$ cat src/rtl/tl_pkg.sv
// Shared types for the write-data-buffer allocator: command encoding and CQ entry layout.
package tl_pkg;
  typedef enum logic [1:0] {
    TL_NOP   = 2'd0,
    TL_WRITE = 2'd1,
    TL_READ  = 2'd2,
    TL_RSVD  = 2'd3
  } tl_cmd_e;

  localparam int TL_ADDR_W = 64;
  localparam int TL_PTR_W  = 3;

  // Entry layout for the default configuration; the block packs the same field order.
  typedef struct packed {
    tl_cmd_e               cmd;
    logic [TL_ADDR_W-1:0]  addr;
    logic [TL_PTR_W-1:0]   ptr;
  } tl_cq_entry_t;
endpackage

$ cat src/rtl/tl_wdf_alloc_if.sv
// Command, write-buffer, command-queue and release signals of tl_wdf_alloc.
interface tl_wdf_alloc_if #(
  parameter int ADDR_W = 64,
  parameter int DATA_W = 64,
  parameter int PTR_W  = 3
);
  logic              cmd_valid;
  logic              cmd_ready;
  logic [1:0]        cmd;
  logic [ADDR_W-1:0] addr;
  logic [DATA_W-1:0] data;
  logic              wdf_wr;
  logic [PTR_W-1:0]  wdf_ptr;
  logic [DATA_W-1:0] wdf_data;
  logic              cq_valid;
  logic              cq_ready;
  logic [1:0]        cq_cmd;
  logic [ADDR_W-1:0] cq_addr;
  logic [PTR_W-1:0]  cq_ptr;
  logic              rel_valid;
  logic [PTR_W-1:0]  rel_ptr;
  logic [PTR_W:0]    free_cnt;
  logic              err_cmd;
  logic              err_rel;

  modport master (
    output cmd_valid, cmd, addr, data, cq_ready, rel_valid, rel_ptr,
    input  cmd_ready, wdf_wr, wdf_ptr, wdf_data, cq_valid, cq_cmd, cq_addr, cq_ptr,
           free_cnt, err_cmd, err_rel
  );
  modport slave (
    input  cmd_valid, cmd, addr, data, cq_ready, rel_valid, rel_ptr,
    output cmd_ready, wdf_wr, wdf_ptr, wdf_data, cq_valid, cq_cmd, cq_addr, cq_ptr,
           free_cnt, err_cmd, err_rel
  );
endinterface

$ cat src/rtl/tl_cq_fifo.sv
// Generic synchronous FIFO; head is presented combinationally and reads as zero when empty.
module tl_cq_fifo #(
  parameter int W     = 8,
  parameter int DEPTH = 4
) (
  input  logic         clk,
  input  logic         rst,
  input  logic         push,
  input  logic [W-1:0] din,
  input  logic         pop,
  output logic [W-1:0] dout,
  output logic         full,
  output logic         empty
);
  localparam int AW = $clog2(DEPTH);

  logic [W-1:0]  mem [DEPTH];
  logic [AW-1:0] wr_ptr, rd_ptr;
  logic [AW:0]   cnt;
  logic          do_push, do_pop;

  assign empty   = (cnt == '0);
  assign full    = (cnt == (AW+1)'(DEPTH));
  assign do_pop  = pop && !empty;
  // A pop in the same cycle makes room, so push is legal even when full.
  assign do_push = push && (!full || do_pop);
  assign dout    = empty ? '0 : mem[rd_ptr];

  always_ff @(posedge clk) begin
    if (rst) begin
      wr_ptr <= '0;
      rd_ptr <= '0;
      cnt    <= '0;
    end else begin
      if (do_push) wr_ptr <= wr_ptr + 1'b1;
      if (do_pop)  rd_ptr <= rd_ptr + 1'b1;
      cnt <= cnt + (AW+1)'(do_push) - (AW+1)'(do_pop);
    end
  end

  always_ff @(posedge clk) begin
    if (do_push) mem[wr_ptr] <= din;
  end
endmodule

$ cat src/rtl/tl_wdf_alloc.sv
// Write-data-buffer slot allocator: accepts commands, hands out the lowest free slot
// for writes, queues commands for the scheduler and recycles released slots.
module tl_wdf_alloc
  import tl_pkg::*;
#(
  parameter int ADDR_W    = 64,
  parameter int DATA_W    = 64,
  parameter int WDF_DEPTH = 8,
  parameter int CQ_DEPTH  = 4,
  parameter int PTR_W     = $clog2(WDF_DEPTH)
) (
  input logic           clk,
  input logic           rst,
  tl_wdf_alloc_if.slave bus
);
  localparam int ENT_W = 2 + ADDR_W + PTR_W;

  logic [WDF_DEPTH-1:0] free_mask, mask_nxt;
  logic [PTR_W:0]       free_cnt;
  logic [PTR_W-1:0]     alloc_ptr;
  logic [ENT_W-1:0]     cq_din, cq_dout;
  logic                 run, cq_full, cq_empty, hs, alloc, push, rel_ok;
  tl_cmd_e              cmd;

  assign cmd = tl_cmd_e'(bus.cmd);

  // run holds ready low until the first edge after reset is released.
  assign bus.cmd_ready = !rst && run && !cq_full && (free_cnt != '0);
  assign hs     = bus.cmd_valid && bus.cmd_ready;
  assign alloc  = hs && (cmd == TL_WRITE);
  assign push   = hs && (cmd == TL_WRITE || cmd == TL_READ);
  // Only a slot busy in the registered mask can be released, so a slot being
  // allocated this same cycle counts as already free.
  assign rel_ok = bus.rel_valid && !free_mask[bus.rel_ptr];

  always_comb begin
    alloc_ptr = '0;
    for (int i = WDF_DEPTH-1; i >= 0; i--)
      if (free_mask[i]) alloc_ptr = PTR_W'(i);
  end

  always_comb begin
    mask_nxt = free_mask;
    if (alloc)  mask_nxt[alloc_ptr]   = 1'b0;
    if (rel_ok) mask_nxt[bus.rel_ptr] = 1'b1;
  end

  assign cq_din = {bus.cmd, bus.addr, (cmd == TL_WRITE) ? alloc_ptr : PTR_W'(0)};

  tl_cq_fifo #(.W(ENT_W), .DEPTH(CQ_DEPTH)) u_cq (
    .clk   (clk),
    .rst   (rst),
    .push  (push),
    .din   (cq_din),
    .pop   (bus.cq_ready),
    .dout  (cq_dout),
    .full  (cq_full),
    .empty (cq_empty)
  );

  assign bus.cq_valid = !cq_empty;
  assign {bus.cq_cmd, bus.cq_addr, bus.cq_ptr} = cq_dout;
  assign bus.free_cnt = free_cnt;

  always_ff @(posedge clk) begin
    if (rst) begin
      run          <= 1'b0;
      free_mask    <= '1;
      free_cnt     <= (PTR_W+1)'(WDF_DEPTH);
      bus.wdf_wr   <= 1'b0;
      bus.wdf_ptr  <= '0;
      bus.wdf_data <= '0;
      bus.err_cmd  <= 1'b0;
      bus.err_rel  <= 1'b0;
    end else begin
      run         <= 1'b1;
      free_mask   <= mask_nxt;
      free_cnt    <= (PTR_W+1)'($countones(mask_nxt));
      bus.wdf_wr  <= alloc;
      if (alloc) begin
        bus.wdf_ptr  <= alloc_ptr;
        bus.wdf_data <= bus.data;
      end
      bus.err_cmd <= hs && (cmd == TL_RSVD);
      bus.err_rel <= bus.rel_valid && !rel_ok;
    end
  end
endmodule
$ cat src/flat_wrapper.sv
// flat-port wrapper written by rule: the top's interface ports become plain ports
module tl_wdf_alloc_flat import tl_pkg::*;
#(
  parameter int ADDR_W    = 64,
  parameter int DATA_W    = 64,
  parameter int WDF_DEPTH = 8,
  parameter int CQ_DEPTH  = 4,
  parameter int PTR_W     = $clog2(WDF_DEPTH)
)
  (clk, rst, bus_cmd_valid, bus_cmd, bus_addr, bus_data, bus_cq_ready, bus_rel_valid, bus_rel_ptr, bus_cmd_ready, bus_wdf_wr, bus_wdf_ptr, bus_wdf_data, bus_cq_valid, bus_cq_cmd, bus_cq_addr, bus_cq_ptr, bus_free_cnt, bus_err_cmd, bus_err_rel);
  tl_wdf_alloc_if #(.ADDR_W(ADDR_W), .DATA_W(DATA_W), .PTR_W(PTR_W)) bus_i ();
  input logic clk;
  input logic rst;
  input wire logic [$bits(bus_i.cmd_valid)-1:0] bus_cmd_valid;
  input wire logic [$bits(bus_i.cmd)-1:0] bus_cmd;
  input wire logic [$bits(bus_i.addr)-1:0] bus_addr;
  input wire logic [$bits(bus_i.data)-1:0] bus_data;
  input wire logic [$bits(bus_i.cq_ready)-1:0] bus_cq_ready;
  input wire logic [$bits(bus_i.rel_valid)-1:0] bus_rel_valid;
  input wire logic [$bits(bus_i.rel_ptr)-1:0] bus_rel_ptr;
  output wire logic [$bits(bus_i.cmd_ready)-1:0] bus_cmd_ready;
  output wire logic [$bits(bus_i.wdf_wr)-1:0] bus_wdf_wr;
  output wire logic [$bits(bus_i.wdf_ptr)-1:0] bus_wdf_ptr;
  output wire logic [$bits(bus_i.wdf_data)-1:0] bus_wdf_data;
  output wire logic [$bits(bus_i.cq_valid)-1:0] bus_cq_valid;
  output wire logic [$bits(bus_i.cq_cmd)-1:0] bus_cq_cmd;
  output wire logic [$bits(bus_i.cq_addr)-1:0] bus_cq_addr;
  output wire logic [$bits(bus_i.cq_ptr)-1:0] bus_cq_ptr;
  output wire logic [$bits(bus_i.free_cnt)-1:0] bus_free_cnt;
  output wire logic [$bits(bus_i.err_cmd)-1:0] bus_err_cmd;
  output wire logic [$bits(bus_i.err_rel)-1:0] bus_err_rel;
  assign bus_i.cmd_valid = bus_cmd_valid;
  assign bus_i.cmd = bus_cmd;
  assign bus_i.addr = bus_addr;
  assign bus_i.data = bus_data;
  assign bus_i.cq_ready = bus_cq_ready;
  assign bus_i.rel_valid = bus_rel_valid;
  assign bus_i.rel_ptr = bus_rel_ptr;
  assign bus_cmd_ready = bus_i.cmd_ready;
  assign bus_wdf_wr = bus_i.wdf_wr;
  assign bus_wdf_ptr = bus_i.wdf_ptr;
  assign bus_wdf_data = bus_i.wdf_data;
  assign bus_cq_valid = bus_i.cq_valid;
  assign bus_cq_cmd = bus_i.cq_cmd;
  assign bus_cq_addr = bus_i.cq_addr;
  assign bus_cq_ptr = bus_i.cq_ptr;
  assign bus_free_cnt = bus_i.free_cnt;
  assign bus_err_cmd = bus_i.err_cmd;
  assign bus_err_rel = bus_i.err_rel;
  tl_wdf_alloc #(.ADDR_W(ADDR_W), .DATA_W(DATA_W), .WDF_DEPTH(WDF_DEPTH), .CQ_DEPTH(CQ_DEPTH), .PTR_W(PTR_W)) u_core (.clk(clk), .rst(rst), .bus(bus_i));
endmodule
$ cat config.mk
export PLATFORM = sky130hd
export DESIGN_NAME = tl_wdf_alloc_flat
export DESIGN_NICKNAME = d
export VERILOG_FILES = /design/src/rtl/tl_pkg.sv /design/src/rtl/tl_wdf_alloc_if.sv /design/src/rtl/tl_cq_fifo.sv /design/src/rtl/tl_wdf_alloc.sv /design/src/flat_wrapper.sv
export SDC_FILE = /design/constraint.sdc
export NUM_CORES = 1
export LEC_CHECK = 0
export ABC_CLOCK_PERIOD_IN_PS = 10940
export CAP_MARGIN = 40
export CORE_ASPECT_RATIO = 0.8
export CORE_MARGIN = 3
export CORE_UTILIZATION = 40
export DETAILED_ROUTE_END_ITERATION = 16
export RECOVER_POWER = 100
export SYNTH_ARGS = -nofsm -noshare
export SYNTH_HDL_FRONTEND = slang
export SYNTH_HIERARCHICAL = 1
export SYNTH_SLANG_ARGS = --single-unit
$ cat constraint.sdc
create_clock -name clk -period 10.94 [get_ports clk]
set_clock_uncertainty 0.2 [all_clocks]
set_input_delay 2.735 -clock clk [delete_from_list [all_inputs] [get_ports clk]]
set_output_delay 2.735 -clock clk [all_outputs]
set_load 0.02 [all_outputs]
# Word-level counts from Yosys, hierarchy flattened
# Memories as Yosys holds them, arrays and structs flattened. A register that Yosys moved wholly into a read port is not among the register bits.
# Cells that the tools add are included.
# totals
register_bits	90
mem_bits_rw	276
word_cells	79
mem_count	1
in_bits	138
# mem_list
name	words	width	rd	rd_clocked_by_memory_dff	wr	line_no	rtl
u_core.u_cq.mem	4	69	1	1	1	tl_cq_fifo.sv:17	logic [W-1:0] mem [DEPTH];
# op_classes
bitwise	3
n_addsub	11
reduce_logical	22
n_mux	23
eq_ne	4
n_lt_le_gt_ge	4
# ops
op	count
$mux W69	1
$mux W3	9
$mux W8	2
$logic_and A1 B1 Y1	13
$add A4 B4 Y4	3
$add A1 B1 Y2	4
$and A8 B8 Y8	1
$lt A3 B4 Y1 const B	2
$not A8 Y8	1
$or A8 B8 Y8	1
$demux W1 S3	2
$ge A3 B1 Y1 const B	2
$mux W1	6
$logic_not A1 Y1	5
$add A2 B1 Y2 const B	2
$eq A2 B2 Y1 const B	2
$mux W2	2
$reduce_bool A4 Y1	1
$add A3 B1 Y3	1
$bmux W1 S3	1
$eq A3 B3 Y1 const B	1
$logic_not A3 Y1	1
$sub A3 B1 Y3	1
$eq A2 B1 Y1 const B	1
$logic_or A1 B1 Y1	2

# Logic depth before layout (Yosys ltp)
# logic_depth
depth_word	20
ltp_mapped	16
mapped_depth_nobuf	14

# By module
# Netlist, hierarchy kept.
# by_module_without_submodules
mod	instances	area_per_inst_um2	cells_per_inst
tl_cq_fifo	1	10899.2	487
tl_wdf_alloc	1	3326.9	402

# Least setup slack after synthesis
# OpenSTA, ideal clock, no wires.
# synth_timing
path_kind	input to register
start	input bus_cmd[1]
end	register u_core.free_cnt[2], in the netlist u_core/bus.free_cnt[2]
stages	16
setup_slack_ps	4565
n_path_buf	2
arrival_time_ps	6047
cell_sequence	inv_1 > ha_1 > nand4bb_4 > or2_1 > buf_6 > buf_2 > o22ai_1 > fa_1 > fa_1 > fa_1 > inv_1 > ha_1 > inv_1 > fa_1 > xor2_1 > nor2_1
# synth_via
elab_chain_cells	8
elab_cells_between_ends	12
# synth_lines
element	line_no	rtl
start, declared	flat_wrapper.sv:15	input wire logic [$bits(bus_i.cmd)-1:0] bus_cmd;
$eq A2 B1 Y1 (*)	tl_wdf_alloc.sv:30	assign alloc = hs && (cmd == TL_WRITE);
$logic_and A1 B1 Y1 (*)	tl_wdf_alloc.sv:30	
$mux W8 (*)	tl_wdf_alloc.sv:44	if (alloc) mask_nxt[alloc_ptr] = 1'b0;
$or A8 B8 Y8 (no source line)	n/a	
$mux W8 (*)	tl_wdf_alloc.sv:45	if (rel_ok) mask_nxt[bus.rel_ptr] = 1'b1;
$add A1 B1 Y2 (not written as such)	tl_wdf_alloc.sv:78	free_cnt <= (PTR_W+1)'($countones(mask_nxt));
$add A4 B4 Y4 (not written as such)	tl_wdf_alloc.sv:78	
$add A4 B4 Y4 (not written as such) (*)	tl_wdf_alloc.sv:78	
end signal, assigned	tl_wdf_alloc.sv:69	free_cnt <= (PTR_W+1)'(WDF_DEPTH);
end signal, assigned	tl_wdf_alloc.sv:78	
end, declared	tl_wdf_alloc.sv:19	logic [PTR_W:0] free_cnt;
# Mark *: on every way between the ends. The rest lies on a longest branch, timed or not.
# A chain may end at the register's enable or synchronous reset.

# Final worst setup path
# layout_timing
start	input bus_cmd[0]
end	register u_core.free_cnt[2], in the netlist u_core/bus.free_cnt[2]
# The elaborated chain is that of the path after synthesis.

==> qor.csv <==
metric,value,unit
status,finished with violations,
failing checks,"capacitance limit, slew limit",
Port Buffers,282,
"EDFF count, synth",276,
dpl hpwl,20200,um
setup tns final,0,ps
Die ar.,37900,um^2
I/O Pins,283,
final worst setup slack,2180,ps
ratio of cells with drive above 1 in the final layout,0.120,
Synth cell types,50,
Period minus WS final,8760,ps
crit-path max cell delay,2130,ps
ordered list of cells on the worst path,dlygate4sd3_1 > ha_1 > nand4bb_4 > or2_2 > buf_4 > clkinvlp_2 > clkbuf_1 > a31o_2 > fa_1 > inv_1 > ha_1 > inv_1 > fa_1 > xor2_1 > nor2_1,
Final setup viols,0,
Yosys warnings,6,
Wirelength per Cell,19.2,um
DRT iter0 DRCs,447,
Setup Buffers After CTS,0,
Max Root-Sink Buffers,3,
total wire length,32200,um
drt pass-1 iters,5,
clock latency on the worst-skew pair,520,ps
top-area cell type share of the netlist area,0.583,
initial antenna violation count,4,
Compound-Gate Fraction of Synth Area,0.0369,
Worst Setup End Kind,flop,
Max VDD drop,0.0000942,V
Resized cells post-CTS,0,
Relative slew margins,-1.37,
crit path max fanout,68,
CP Launch Type,primary input,
H-tree levels,2,
Via Count,8312,
"Seq/Total Area, Yosys",0.712,
pre-CTS setup slack,3120,ps
multiplexer area fraction after synthesis,0.115,
Antenna Nets Post-Route,0,
mean post-synth cell area,16.0,um^2
Synth Area in Adders,0.0158,
hold_buf cts,0,
Core ar.,34900,um^2
fin nets,1324,
Final period util,0.800,
most numerous cell in the Yosys netlist,edfxtp_1,
simple-gate area share of the yosys netlist,0.0906,
CTS sink count,368,
die height,175,um
Hold Path Class,flop to flop,
top post-synthesis cells by area,"edfxtp_1 58%, dfxtp_1 13%, mux4_2 11%",
Max Slew Vio Count,461,
Synth top cells by count,"276 x edfxtp_1, 140 x nand2_1, 92 x dfxtp_1",
largest net degree at the start of global routing,81,
DRC Markers,0,
gpl congestion,0.822,
register area,10100,um^2
Cells after Synth,889,
critical path required time,11020,ps
vias in the first global route,8595,
Critical path buffers and inverters,6,
Power Density,205,nW/um^2
Leak,6.42,nW
syn nets,1042,
number of CTS-inserted buffers,38,
main combinational cell family by area after synthesis,multiplexers,
top_reg_cell synth,edfxtp_1,
via/cell ratio,4.97,
# rows,61,
total global-route track usage,0.168,
Seq cells post-synth,368,
Die X,217,um
"Reg clk slew, reported paths",60,ps
Fmax,114,MHz
CP Class,primary input to flop,
CP top delay family,buffers and inverters,
synthesized area,14200,um^2
Layout area overhead,31.0,%
Worst Tran Pin Value,3560,ps
Root Buffer,clkbuf_16,
"Remaining Overflow, GRT",0,
XOR/XNOR Fraction of Synth Area,0.00246,
Max Cap Viol,11,
Fillers,2927,
largest area contributor in the netlist,edfxtp_1,
fraction of registers with async set/reset,0,
starting density of the core,0.408,
RSZ-0062 raised after global routing,false,
Final Hold Fails,0,
first-pass GRT wire length,49400,um
"Arr. time, crit path",8830,ps
TritonCTS clock tree,yes,
"Slowest-stage cell, CP",clkbuf_1,
area occupied by multi-input gates,3710,um^2
-- sequential cells by signal, summed over array words and instances (netlist names), named ones only --
| register | count |
|---|---|
| u_core/u_cq/mem | 276 |
| u_core/bus.wdf_data | 64 |
| u_core/free_mask | 8 |
| u_core/bus.free_cnt | 4 |
| u_core/bus.wdf_ptr | 3 |
| u_core/u_cq/cnt | 3 |
| u_core/u_cq/rd_ptr | 2 |
| u_core/u_cq/wr_ptr | 2 |
| u_core/bus.err_cmd | 1 |
| u_core/bus.err_rel | 1 |
| u_core/bus.wdf_wr | 1 |
| u_core/run | 1 |
-- tightest hold or removal path, cell delays in order, from the launching register on --
cell	delay, ps
dfxtp_1	300
nand2_1	50
a21oi_1	50
-- power by group --
| part | switching (W) | internal (W) | total [W] |
|---|---|---|---|
| Combinational | 0.000501 | 0.000481 | 0.000982 |
| Sequential | 0.0000471 | 0.00153 | 0.00157 |
| Clock | 0.000504 | 0.000758 | 0.00126 |
-- logic make-up (layout without fill, tap and decap cells) --
family,count (synthesis),in the layout
flip-flops,368,368
AND/OR/NAND/NOR,262,262
AO/OA/AOI/OAI,93,93
multiplexers,74,74
buffers and inverters,73,383
adder cells (fa/ha/maj),15,15
XOR/XNOR,4,4
other,0,1
-- final cells by class --
class	instances	share of cell area
antenna	1	0.000134
clock buffer	50	0.0574
clock inverter	18	0.00852
inverter	21	0.00430
multi-input combinational	448	0.199
sequential	368	0.544
tap	472	0.0317
timing repair buffer	294	0.155
-- cell usage in the layout, fill, tap and decap left out, types with 7 or more instances in the layout --
master	n
clkbuf_16	41
clkinv_1	7
dlygate4sd3_1	207
edfxtp_1	276
nand2_1	140
clkinv_2	7
clkbuf_1	16
ha_1	10
inv_1	20
dfxtp_1	91
mux4_2	71
nor2_1	14
nor2b_1	73
a21oi_1	71
clkdlybuf4s50_1	74
-- path summary, 6_finish.rpt --
check,slack [ps],cells past startpoint,end,from
hold reg to reg,250,2,u_core/bus.wdf_data[10],u_core/bus.wdf_data[10]
setup / recovery,2180,15,u_core/bus.free_cnt[2],bus_cmd[0]
setup reg to reg,4540,7,u_core/u_cq/mem[3][10],u_core/u_cq/cnt[1]
hold / removal,250,2,u_core/bus.wdf_data[10],u_core/bus.wdf_data[10]
-- per-layer routing --
| layer | up-vias | global-route usage | wire (um) |
|---|---|---|---|
| li1 | 3848 | - | - |
| met1 | 4109 | 0.225 | 13600 |
| met2 | 306 | 0.264 | 15000 |
| met3 | 47 | 0.0619 | 3080 |
| met4 | 2 | 0.0386 | 505 |
| met5 | - | 0 | 13 |
-- per-stage QoR --
stage	power (W)	instance area [um^2]	util	std cells	hold WS, ps
6_report	0.00382	18600	0.534	1672	250
5_1_grt	0.00401	18600	0.534	1671	269
4_1_cts	0.00396	18700	0.536	1671	254
3_5_place_dp	0.00268	17500	0.501	1603	246
3_3_place_gp	0.00266	17400	0.500	1601	241
2_1_floorplan	0.00222	14200	-	889	259
Note: power is estimated with default switching activity, not from simulation.
